[config.mk]
export PLATFORM = sky130hd
export DESIGN_NAME = issue_queue_flat
export DESIGN_NICKNAME = d
export VERILOG_FILES = /design/src/rtl/issue_queue_if.sv /design/src/rtl/issue_queue.sv /design/src/flat_wrapper.sv
export SDC_FILE = /design/constraint.sdc
export NUM_CORES = 2
export LEC_CHECK = 0
export ABC_AREA = 0
export CORE_MARGIN = 8
export CORE_UTILIZATION = 40
export CTS_BUF_LIST = sky130_fd_sc_hd__clkbuf_16
export DETAILED_ROUTE_END_ITERATION = 12
export PLACE_DENSITY_LB_ADDON = 0.1
export SYNTH_ARGS = -nofsm -noshare
export SYNTH_HDL_FRONTEND = slang
export SYNTH_SLANG_ARGS = --single-unit
[constraint.sdc]
create_clock -name CLK -period 7.3 [get_ports CLK]
set_input_delay 1.095 -clock CLK [delete_from_list [all_inputs] [get_ports CLK]]
set_output_delay 1.095 -clock CLK [all_outputs]
set_load 0.1 [all_outputs]
[src/rtl/issue_queue_if.sv]
`default_nettype none
// ============================================================================
// Module      : issue_queue_if
// Description : Rename/CDB/execute-side bundle for the age-ordered issue queue.
// Revision    : 1.0  initial release
// ============================================================================
interface issue_queue_if #(
    parameter int DEPTH = 16,
    parameter int EW    = 89
);
    localparam int CW = $clog2(DEPTH) + 1;

    logic          STALL;
    logic          FLUSH;
    logic          alloc_valid;
    logic [EW-1:0] alloc_entry;
    logic [63:0]   busy_in;
    logic          cdb_valid;
    logic [5:0]    cdb_tag;
    logic          exec_ready;
    logic          issue_valid;
    logic [EW-1:0] issue_entry;
    logic          issue_halt;
    logic [CW-1:0] count;

    modport master (
        output STALL, FLUSH, alloc_valid, alloc_entry, busy_in,
               cdb_valid, cdb_tag, exec_ready,
        input  issue_valid, issue_entry, issue_halt, count
    );

    modport slave (
        input  STALL, FLUSH, alloc_valid, alloc_entry, busy_in,
               cdb_valid, cdb_tag, exec_ready,
        output issue_valid, issue_entry, issue_halt, count
    );
endinterface
`default_nettype wire

[src/rtl/issue_queue.sv]
`default_nettype none
// ============================================================================
// Module      : issue_queue
// Description : Age-ordered, compacting issue queue with CDB wakeup and a
//               single registered output slot toward execute.
// Revision    : 1.0  initial release
// ============================================================================
module issue_queue #(
    parameter int DEPTH = 16,
    parameter int EW    = 89
) (
    input  logic         CLK,
    input  logic         RESET,
    issue_queue_if.slave bus
);
    localparam int            IW       = $clog2(DEPTH);
    localparam int            CW       = IW + 1;
    localparam logic [CW-1:0] c_FULL   = CW'(DEPTH);
    localparam logic [CW-1:0] c_ALMOST = CW'(DEPTH - 1);

    logic [DEPTH-1:0] r_valid;
    logic [DEPTH-1:0] r_rdya;
    logic [DEPTH-1:0] r_rdyb;
    logic [EW-1:0]    r_entry [DEPTH];
    logic [CW-1:0]    r_count;
    logic             r_out_valid;
    logic [EW-1:0]    r_out_entry;

    // Wakeup-applied view of the array, padded with one empty slot so the
    // compaction shift can always read slot i+1.
    logic [DEPTH:0]   w_wk_valid;
    logic [DEPTH:0]   w_wk_rdya;
    logic [DEPTH:0]   w_wk_rdyb;
    logic [EW-1:0]    w_wk_entry [DEPTH+1];

    logic [DEPTH-1:0] w_elig;
    logic             w_any;
    logic [IW-1:0]    w_sel;
    logic             w_do_issue;
    logic             w_do_alloc;
    logic [CW-1:0]    w_wr_idx;
    logic [CW-1:0]    w_count_nx;
    logic [5:0]       w_new_mapa;
    logic [5:0]       w_new_mapb;
    logic             w_new_rdya;
    logic             w_new_rdyb;

    logic [DEPTH-1:0] w_nx_valid;
    logic [DEPTH-1:0] w_nx_rdya;
    logic [DEPTH-1:0] w_nx_rdyb;
    logic [EW-1:0]    w_nx_entry [DEPTH];

    for (genvar gi = 0; gi < DEPTH; gi++) begin : g_wake
        assign w_wk_valid[gi] = r_valid[gi];
        assign w_wk_entry[gi] = r_entry[gi];
        assign w_wk_rdya[gi]  = r_valid[gi] & (r_rdya[gi] |
                                (bus.cdb_valid & (r_entry[gi][5:0] == bus.cdb_tag)));
        assign w_wk_rdyb[gi]  = r_valid[gi] & (r_rdyb[gi] |
                                (bus.cdb_valid & (r_entry[gi][11:6] == bus.cdb_tag)));
        // Select uses readiness as registered, so a wakeup this cycle issues next cycle.
        assign w_elig[gi]     = r_valid[gi] & r_rdya[gi] & r_rdyb[gi];
    end

    assign w_wk_valid[DEPTH] = 1'b0;
    assign w_wk_rdya[DEPTH]  = 1'b0;
    assign w_wk_rdyb[DEPTH]  = 1'b0;
    assign w_wk_entry[DEPTH] = '0;

    always_comb begin
        w_any = 1'b0;
        w_sel = '0;
        for (int i = DEPTH - 1; i >= 0; i--) begin
            if (w_elig[i]) begin
                w_any = 1'b1;
                w_sel = IW'(i);
            end
        end
    end

    assign w_do_issue = w_any & ~bus.STALL & ~bus.FLUSH &
                        (~r_out_valid | bus.exec_ready);
    assign w_do_alloc = bus.alloc_valid & ~bus.STALL & ~bus.FLUSH &
                        (r_count < c_FULL);
    assign w_wr_idx   = r_count - CW'(w_do_issue);
    assign w_count_nx = r_count + CW'(w_do_alloc) - CW'(w_do_issue);

    assign w_new_mapa = bus.alloc_entry[5:0];
    assign w_new_mapb = bus.alloc_entry[11:6];
    assign w_new_rdya = (w_new_mapa == 6'd0) | ~bus.busy_in[w_new_mapa] |
                        (bus.cdb_valid & (bus.cdb_tag == w_new_mapa));
    assign w_new_rdyb = (w_new_mapb == 6'd0) | ~bus.busy_in[w_new_mapb] |
                        (bus.cdb_valid & (bus.cdb_tag == w_new_mapb));

    always_comb begin
        w_nx_valid = '0;
        w_nx_rdya  = '0;
        w_nx_rdyb  = '0;
        for (int i = 0; i < DEPTH; i++) begin
            w_nx_entry[i] = w_wk_entry[i];
            w_nx_valid[i] = w_wk_valid[i];
            w_nx_rdya[i]  = w_wk_rdya[i];
            w_nx_rdyb[i]  = w_wk_rdyb[i];
            if (w_do_issue && (IW'(i) >= w_sel)) begin
                w_nx_entry[i] = w_wk_entry[i+1];
                w_nx_valid[i] = w_wk_valid[i+1];
                w_nx_rdya[i]  = w_wk_rdya[i+1];
                w_nx_rdyb[i]  = w_wk_rdyb[i+1];
            end
            if (w_do_alloc && (CW'(i) == w_wr_idx)) begin
                w_nx_entry[i] = bus.alloc_entry;
                w_nx_valid[i] = 1'b1;
                w_nx_rdya[i]  = w_new_rdya;
                w_nx_rdyb[i]  = w_new_rdyb;
            end
        end
    end

    always_ff @(posedge CLK or negedge RESET) begin
        if (!RESET) begin
            r_valid     <= '0;
            r_rdya      <= '0;
            r_rdyb      <= '0;
            r_count     <= '0;
            r_out_valid <= 1'b0;
            r_out_entry <= '0;
            for (int i = 0; i < DEPTH; i++) begin
                r_entry[i] <= '0;
            end
        end else if (bus.FLUSH) begin
            r_valid     <= '0;
            r_rdya      <= '0;
            r_rdyb      <= '0;
            r_count     <= '0;
            r_out_valid <= 1'b0;
        end else begin
            // Under STALL the next-state view reduces to wakeup only.
            r_valid <= w_nx_valid;
            r_rdya  <= w_nx_rdya;
            r_rdyb  <= w_nx_rdyb;
            r_entry <= w_nx_entry;
            r_count <= w_count_nx;
            if (w_do_issue) begin
                r_out_valid <= 1'b1;
                r_out_entry <= r_entry[w_sel];
            end else if (!bus.STALL && bus.exec_ready) begin
                r_out_valid <= 1'b0;
            end
        end
    end

    assign bus.issue_valid = r_out_valid;
    assign bus.issue_entry = r_out_entry;
    assign bus.count       = r_count;
    assign bus.issue_halt  = (r_count == c_FULL) |
                             ((r_count == c_ALMOST) & bus.alloc_valid);
endmodule
`default_nettype wire

[src/flat_wrapper.sv]
// flat-port wrapper written by rule: the top's interface ports become plain ports
module issue_queue_flat 
#(
    parameter int DEPTH = 16,
    parameter int EW    = 89
)
  (CLK, RESET, bus_STALL, bus_FLUSH, bus_alloc_valid, bus_alloc_entry, bus_busy_in, bus_cdb_valid, bus_cdb_tag, bus_exec_ready, bus_issue_valid, bus_issue_entry, bus_issue_halt, bus_count);
  issue_queue_if #(.DEPTH(DEPTH), .EW(EW)) bus_i ();
  input  logic CLK;
  input  logic RESET;
  input wire logic [$bits(bus_i.STALL)-1:0] bus_STALL;
  input wire logic [$bits(bus_i.FLUSH)-1:0] bus_FLUSH;
  input wire logic [$bits(bus_i.alloc_valid)-1:0] bus_alloc_valid;
  input wire logic [$bits(bus_i.alloc_entry)-1:0] bus_alloc_entry;
  input wire logic [$bits(bus_i.busy_in)-1:0] bus_busy_in;
  input wire logic [$bits(bus_i.cdb_valid)-1:0] bus_cdb_valid;
  input wire logic [$bits(bus_i.cdb_tag)-1:0] bus_cdb_tag;
  input wire logic [$bits(bus_i.exec_ready)-1:0] bus_exec_ready;
  output wire logic [$bits(bus_i.issue_valid)-1:0] bus_issue_valid;
  output wire logic [$bits(bus_i.issue_entry)-1:0] bus_issue_entry;
  output wire logic [$bits(bus_i.issue_halt)-1:0] bus_issue_halt;
  output wire logic [$bits(bus_i.count)-1:0] bus_count;
  assign bus_i.STALL = bus_STALL;
  assign bus_i.FLUSH = bus_FLUSH;
  assign bus_i.alloc_valid = bus_alloc_valid;
  assign bus_i.alloc_entry = bus_alloc_entry;
  assign bus_i.busy_in = bus_busy_in;
  assign bus_i.cdb_valid = bus_cdb_valid;
  assign bus_i.cdb_tag = bus_cdb_tag;
  assign bus_i.exec_ready = bus_exec_ready;
  assign bus_issue_valid = bus_i.issue_valid;
  assign bus_issue_entry = bus_i.issue_entry;
  assign bus_issue_halt = bus_i.issue_halt;
  assign bus_count = bus_i.count;
  issue_queue #(.DEPTH(DEPTH), .EW(EW)) u_core (.CLK(CLK), .RESET(RESET), .bus(bus_i));
endmodule
# --- Word level (Yosys, flattened, before mapping) ---
# Index checks and enable logic that the tools add are counted.
word_totals:
  regBits: 1567
  inputBits: 166
  out_inout_bits: 96
  wordCells: 521
op_classes:
  addsub: 3
  magnitude_cmp: 20
  eq_ne: 51
  n_mux: 174
  bitwise: 149
  reduce_logical: 87
op_table:
  columns: ["operator", "count"]
  rows:
  - ["2-to-1 mux 89 bit", 34]
  - ["binary-select mux 89 bit (select 4 bit)", 1]
  - ["equality test 6 bit", 34]
  - ["2-to-1 mux 1 bit", 117]
  - ["AND 1 bit", 105]
  - ["2-to-1 mux 4 bit", 16]
  - ["nonzero test 3 bit", 17]
  - ["2-to-1 mux 16 bit", 3]
  - ["equality test 4 x 5 -> 1 bit (first input constant)", 8]
  - ["OR 1 bit", 38]
  - ["AND reduction 2 bit", 17]
  - ["logical AND 1 bit", 33]
  - [">= comparator 4 bit (first input constant)", 8]
  - ["nonzero test 2 bit", 16]
  - ["equality test 3 x 5 -> 1 bit (first input constant)", 4]
  - [">= comparator 3 x 4 -> 1 bit (first input constant)", 4]
  - ["< comparator 6 x 7 -> 1 bit (second input constant)", 2]
  - ["binary-select mux 1 bit (select 6 bit)", 2]
  - ["zero test 6 bit", 2]
  - ["equality test 2 x 5 -> 1 bit (first input constant)", 2]
  - ["subtractor 5 x 1 -> 5 bit", 2]
  - [">= comparator 1 x 4 -> 1 bit (first input constant)", 2]
  - [">= comparator 2 x 4 -> 1 bit (first input constant)", 2]
  - ["adder 5 x 1 -> 5 bit", 1]
  - ["other kinds (10)", 14]

# --- Depth between registers and ports, before layout ---
depth:
  depth_word: 26
  ltp_mapped: 18
  mapped_depth_nobuf: 13

# --- Worst setup path after synthesis ---
# OpenSTA, ideal clock, no wires.
synth_timing:
  path_kind: "reg2out"
  startpoint: "register u_core.r_count[2], in the netlist u_core.bus.count[2]"
  endpoint: "output bus_issue_halt"
  arrival_time_ps: 3491
  required_ps: 6205
  path_slack_ps: 2714
  stages_incl_launch_ff: 4
  n_path_buf: 0
  path_cell_list: "dfrtp_1 > ha_1 > nand3_1 > o21ai_0"
synth_via:
  elab_chain_len: 3
  word_cells_on_any_way: 4
  classes_between: "2 x eq/ne; 2 x bitwise"
synth_lines:
  columns: ["item", "line_no", "source"]
  rows:
  - ["start: declaration", "issue_queue.sv:25", "logic [CW-1:0] r_count;"]
  - ["start signal: assignment", "issue_queue.sv:141", "r_count <= w_count_nx;"]
  - ["equality test 5 x 4 -> 1 bit", "issue_queue.sv:155", "((r_count == c_ALMOST) & bus.alloc_valid);"]
  - ["AND 1 bit", "issue_queue.sv:155", null]
  - ["OR 1 bit (*)", "issue_queue.sv:154", "assign bus.issue_halt = (r_count == c_FULL) |"]
  - ["end: declaration", "flat_wrapper.sv:21", "output wire logic [$bits(bus_i.issue_halt)-1:0] bus_issue_halt;"]
# Every way passes the cells marked *; elsewhere a longest branch is shown, timed or not.

# --- Worst setup path after layout ---
layout_timing:
  startpoint: "register u_core.r_valid[1]"
  endpoint: "register u_core.r_entry[536] (netlist name)"
layout_via:
  elab_chain_len: 12
  word_cells_on_any_way: 17
  classes_between: "1 x add/sub; 1 x order compare; 1 x eq/ne; 5 x mux; 5 x bitwise; 4 x reduce/logical"
layout_lines:
  columns: ["item", "line_no", "source"]
  rows:
  - ["start: declaration", "issue_queue.sv:21", "logic [DEPTH-1:0] r_valid;"]
  - ["start signal: assignment", "issue_queue.sv:137", "r_valid <= w_nx_valid;"]
  - ["AND 1 bit (*) (2 in series)", "issue_queue.sv:61", "assign w_elig[gi] = r_valid[gi] & r_rdya[gi] & r_rdyb[gi];"]
  - ["2-to-1 mux 1 bit (2 in series)", "issue_queue.sv:73", "if (w_elig[i]) begin"]
  - ["AND 1 bit (3 in series)", "issue_queue.sv:80", "assign w_do_issue = w_any & ~bus.STALL & ~bus.FLUSH &"]
  - ["subtractor 5 x 1 -> 5 bit", "issue_queue.sv:84", "assign w_wr_idx = r_count - CW'(w_do_issue);"]
  - ["equality test 4 x 5 -> 1 bit", "issue_queue.sv:109", "if (w_do_alloc && (CW'(i) == w_wr_idx)) begin"]
  - ["logical AND 1 bit", "issue_queue.sv:109", null]
  - ["nonzero test 2 bit (no source line)", null, null]
  - ["AND reduction 2 bit (no source line)", null, null]
  - ["end signal: assignment", "issue_queue.sv:140", "r_entry <= w_nx_entry;"]
  - ["end: declaration", "issue_queue.sv:24", "logic [EW-1:0] r_entry [DEPTH];"]
# Marked as above.
# A chain may end at the register's enable or synchronous reset.

==> report_table.html <==
<table>
<tr><th>Metric</th><th>Value</th></tr>
<tr><th colspan="2">Run status</th></tr>
<tr><td>Status</td><td>finished clean</td></tr>
<tr><th colspan="2">Min path</th></tr>
<tr><td>Hold/Removal Path Class</td><td>primary input to asynchronous set/reset pin</td></tr>
<tr><th colspan="2">GRT</th></tr>
<tr><td>Largest net degree at the start of global routing</td><td>166</td></tr>
<tr><td>Initial antenna violation count</td><td>21</td></tr>
<tr><td>First-pass GRT wire length</td><td>474 mm</td></tr>
<tr><td>Leftover overflow at the end of global routing</td><td>0</td></tr>
<tr><td>Vias in the first global route</td><td>68,500</td></tr>
<tr><td>Global Route Usage Sum</td><td>27.6%</td></tr>
<tr><th colspan="2">Die</th></tr>
<tr><td>Placement row count</td><td>169</td></tr>
<tr><td>Die boundary height</td><td>476 µm</td></tr>
<tr><td>Count of boundary I/O pins</td><td>262</td></tr>
<tr><td>Area of the core</td><td>211,000 µm²</td></tr>
<tr><td>Total die area</td><td>226,000 µm²</td></tr>
<tr><td>Floorplan die width</td><td>476 µm</td></tr>
<tr><td>Initial Utilization</td><td>40.0%</td></tr>
<tr><th colspan="2">Timing</th></tr>
<tr><td>RSZ-0062 raised after global routing</td><td>false</td></tr>
<tr><td>Worst clock skew on the final layout</td><td>0.0281 ns</td></tr>
<tr><td>Setup violation total in the final timing report</td><td>0</td></tr>
<tr><td>Achievable clock frequency</td><td>179 MHz</td></tr>
<tr><td>Count of final hold-check violations</td><td>0</td></tr>
<tr><td>Max-slew violation count</td><td>0</td></tr>
<tr><td>Worst slew margin relative to its limit</td><td>18.7%</td></tr>
<tr><td>Tightest Pin Transition</td><td>1.22 ns</td></tr>
<tr><td>Final critical-path share of the clock period</td><td>76.5%</td></tr>
<tr><td>Summed negative setup slack over all endpoints</td><td>0 ns</td></tr>
<tr><td>Hold Worst Slack</td><td>0.258 ns</td></tr>
<tr><td>Final critical path time including I/O delays and setup</td><td>5.58 ns</td></tr>
<tr><th colspan="2">Synth</th></tr>
<tr><td>Cell type with the largest total area after synthesis</td><td>sky130_fd_sc_hd__dfrtp_1</td></tr>
<tr><td>Post-synthesis register bit count</td><td>1,567</td></tr>
<tr><td>Syn Nets</td><td>9,324</td></tr>
<tr><td>Top FF cell, synth</td><td>sky130_fd_sc_hd__dfrtp_1</td></tr>
<tr><td>Area fraction in and, or, nand and nor cells after synthesis</td><td>13.0%</td></tr>
<tr><td>Synth Area in XOR/XNOR</td><td>2.17%</td></tr>
<tr><td>Post-synthesis adder-cell area fraction</td><td>0.157%</td></tr>
<tr><td>Post-synthesis sequential area ratio</td><td>46.4%</td></tr>
<tr><td>Multiplexer share of the synthesized area</td><td>19.4%</td></tr>
<tr><td>Fraction of registers with async set or reset after synthesis</td><td>100%</td></tr>
<tr><td>Mean area per synthesized cell</td><td>9.25 µm²</td></tr>
<tr><td>Number of synthesized flops with an enable pin</td><td>0</td></tr>
<tr><td>Synth Instances</td><td>9,148</td></tr>
<tr><td>Main combinational cell family by area after synthesis</td><td>multiplexers</td></tr>
<tr><td>Yosys warns</td><td>0</td></tr>
<tr><td>Synthesized-area fraction occupied by ao, oa, aoi and oai cells</td><td>14.4%</td></tr>
<tr><td>Synthesized area</td><td>84,600 µm²</td></tr>
<tr><td>Synth top area cells</td><td>sky130_fd_sc_hd__dfrtp_1 46%, sky130_fd_sc_hd__mux2i_1 19%, sky130_fd_sc_hd__nand2_1 8.8%</td></tr>
<tr><td>Area share of the largest cell type after synthesis</td><td>46.4%</td></tr>
<tr><td>Netlist cell types</td><td>66</td></tr>
<tr><th colspan="2">Cells and area</th></tr>
<tr><td>Number of nets in the layout</td><td>9,036</td></tr>
<tr><td>Most common cell after layout, fill and taps aside</td><td>sky130_fd_sc_hd__nand2_1</td></tr>
<tr><td>Share of layout cells above drive strength 1</td><td>5.64%</td></tr>
<tr><td>Commonest non-fill, non-tap cells in the layout</td><td>1,964 x sky130_fd_sc_hd__nand2_1, 1,567 x sky130_fd_sc_hd__dfrtp_1, 1,565 x sky130_fd_sc_hd__mux2i_1</td></tr>
<tr><td>Number of filler instances in the final layout</td><td>20,100</td></tr>
<tr><td>Layout-stage area growth over the synthesis result</td><td>12.0%</td></tr>
<tr><th colspan="2">Critical path</th></tr>
<tr><td>Worst setup SP type</td><td>flip-flop</td></tr>
<tr><td>Max Fanout on Critical Path</td><td>62</td></tr>
<tr><td>Critical Path AT</td><td>6.30 ns</td></tr>
<tr><td>Critical path class</td><td>flip-flop to flip-flop</td></tr>
<tr><td>Element type at the critical path end</td><td>flip-flop</td></tr>
<tr><td>Data required time at the worst endpoint</td><td>8.01 ns</td></tr>
<tr><td>R2R depth</td><td>13</td></tr>
<tr><th colspan="2">Pwr</th></tr>
<tr><td>Combinational share of power</td><td>10.3%</td></tr>
<tr><td>Share of total power consumed by net switching</td><td>28.1%</td></tr>
<tr><td>Net Sw Power</td><td>5.95 mW</td></tr>
<tr><td>Worst-case vdd ir drop</td><td>0.252 mV</td></tr>
<tr><td>PD cells</td><td>223 nW/µm²</td></tr>
<tr><td>Proportion of power drawn by flip-flops and latches</td><td>49.3%</td></tr>
<tr><td>Leakage dissipation</td><td>42.2 nW</td></tr>
<tr><td>Cell internal power dissipation</td><td>15.2 mW</td></tr>
<tr><td>Clock power frac</td><td>40.3%</td></tr>
<tr><th colspan="2">Drt</th></tr>
<tr><td>Wire length reported by the detailed router</td><td>320 mm</td></tr>
<tr><td>Number of remaining DRC errors</td><td>0</td></tr>
<tr><td>Detailed router's first-iteration violation count</td><td>6,941</td></tr>
<tr><td>ANT nets after route</td><td>0</td></tr>
<tr><td>Number of search-and-repair iterations in the first detailed-routing pass</td><td>8</td></tr>
<tr><td>Vias after detailed routing</td><td>69,500</td></tr>
<tr><td>Vias per std cell</td><td>5.87</td></tr>
<tr><td>Routed len/inst</td><td>27.1 µm</td></tr>
<tr><th colspan="2">Clocking</th></tr>
<tr><td>PostCTS Resize Cnt</td><td>0</td></tr>
<tr><td>CTS tree</td><td>done</td></tr>
<tr><td>Post-CTS setup buffers</td><td>0</td></tr>
<tr><td>CTS H-tree depth</td><td>4</td></tr>
<tr><td>Skew-Pair Late Insertion Delay</td><td>0.84 ns</td></tr>
<tr><td>Total clock sinks</td><td>1,567</td></tr>
<tr><td>Worst-path clk slew</td><td>0.06 ns</td></tr>
<tr><td>Maximum buffer depth of the clock tree</td><td>3</td></tr>
<tr><td>Cts hold-fix bufs</td><td>0</td></tr>
<tr><td>CTS buffer count</td><td>183</td></tr>
<tr><td>Clk Tree Root Cell</td><td>sky130_fd_sc_hd__clkbuf_16</td></tr>
<tr><th colspan="2">Place</th></tr>
<tr><td>GP Congestion</td><td>0.825</td></tr>
<tr><td>Count of port buffers added during placement</td><td>261</td></tr>
<tr><td>Half-perimeter wire length after placement</td><td>179 mm</td></tr>
<tr><th colspan="2">Job</th></tr>
<tr><td>Max-cap violation count</td><td>0</td></tr>
</table>
-- cells in the mapped netlist, drive strengths merged (19+ instances only) --
cell and number:
nor4 36, a21oi 377, dfrtp 1567, mux4 31, or4 89, buf 330, mux2i 1565, a222oi 77
nand4 39, nand2 1973, a31oi 276, nor3 19, o21a 84, nand3 28, o21ai 1029, clkbuf 576
o221ai 89, xor2 102, nor2 519, o22ai 104, xnor2 108
-- critical path, stage by stage, from the launching register on --
cell and delay [ns]:
sky130_fd_sc_hd__dfrtp_1 0.43, sky130_fd_sc_hd__nand3_1 0.28, sky130_fd_sc_hd__nand4_1 0.31, sky130_fd_sc_hd__nor3_2 0.65
sky130_fd_sc_hd__a31o_4 0.63, sky130_fd_sc_hd__inv_1 0.27, sky130_fd_sc_hd__ha_1 0.29, sky130_fd_sc_hd__inv_1 0.11
sky130_fd_sc_hd__ha_1 0.33, sky130_fd_sc_hd__nor3_1 0.64, sky130_fd_sc_hd__nand2_4 0.81, sky130_fd_sc_hd__buf_4 0.51
sky130_fd_sc_hd__nor2_1 0.13, sky130_fd_sc_hd__a21oi_1 0.06
-- power by group through the flow --
| stage | logic, mW | registers (mW) | clock network [mW] |
|---|---|---|---|
| after detailed placement | 2.20 | 10.6 | 0 |
| final | 2.18 | 10.4 | 8.54 |
| after CTS | 2.20 | 10.4 | 8.74 |
| after global placement | 2.13 | 10.5 | 0 |
| after floorplan | 1.46 | 10.4 | 0 |
| after global routing | 2.47 | 10.6 | 9.07 |
-- worst paths after layout --
kind / slack (ns) / start / to
setup / recovery: 1.72 / u_core.r_valid[1]$_DFFE_PN0P_ / u_core.r_entry[536]$_DFFE_PN0P_
hold / removal: 0.26 / RESET / u_core.r_entry[1074]$_DFFE_PN0P_
setup reg to reg: 1.72 / u_core.r_valid[1]$_DFFE_PN0P_ / u_core.r_entry[536]$_DFFE_PN0P_
hold reg to reg: 0.55 / u_core.r_entry[1381]$_DFFE_PN0P_ / u_core.r_entry[1381]$_DFFE_PN0P_
max in group asynchronous: 5.37 / RESET / u_core.r_entry[335]$_DFFE_PN0P_
min in group CLK: 0.55 / u_core.r_entry[1381]$_DFFE_PN0P_ / u_core.r_entry[1381]$_DFFE_PN0P_
-- per-stage QoR --
| stage | utilization, % | setup WS, ns | cell area [µm²] | power, mW | instances |
|---|---|---|---|---|---|
| 4_1_cts | 44.8 | 1.87 | 94700 | 21.4 | 11800 |
| 5_1_grt | 44.8 | 1.54 | 94700 | 22.1 | 11800 |
| 6_report | 44.9 | 1.72 | 94800 | 21.2 | 11800 |
| 3_5_place_dp | 42.3 | 1.72 | 89300 | 12.8 | 11500 |
| 3_3_place_gp | 42.3 | 1.87 | 89300 | 12.7 | 11500 |
| 2_1_floorplan | - | 2.71 | 84600 | 11.8 | 9148 |
-- registers in the layout, indices dropped and copies added (netlist names) --
signal	cells
u_core.r_entry	1424
u_core.bus.issue_entry	89
u_core.r_rdya	16
u_core.r_rdyb	16
u_core.r_valid	16
u_core.bus.count	5
u_core.bus.issue_valid	1
-- cells by family after synthesis --
kind of cell,after synthesis
xor gates and xnor gates,210
adders and majority gates,10
DFF,1567
and+or+nand+nor,2743
muxes,1601
AOI/OAI and AO/OA,2099
buffers and inverters,918
-- routing by layer --
| layer | GRT usage (%) | part of all wire, % |
|---|---|---|
| met1 | 39.0 | 44 |
| met3 | 4.03 | 6.7 |
| met5 | 0 | 0.020 |
| met2 | 43.8 | 46 |
| met4 | 9.02 | 3.4 |
-- cell type report --
class | instances | area (µm²) | share of cell area (%)
multi-input combinational | 6663 | 42000 | 44.3
sequential | 1567 | 39200 | 41.4
clock buffer | 185 | 4630 | 4.89
timing repair buffer | 433 | 4520 | 4.77
tap | 2821 | 3530 | 3.73
clock inverter | 147 | 795 | 0.839
inverter | 12 | 45.0 | 0.0475
antenna | 8 | 20.0 | 0.0211
No activity file was read; power rests on OpenSTA's default activity.
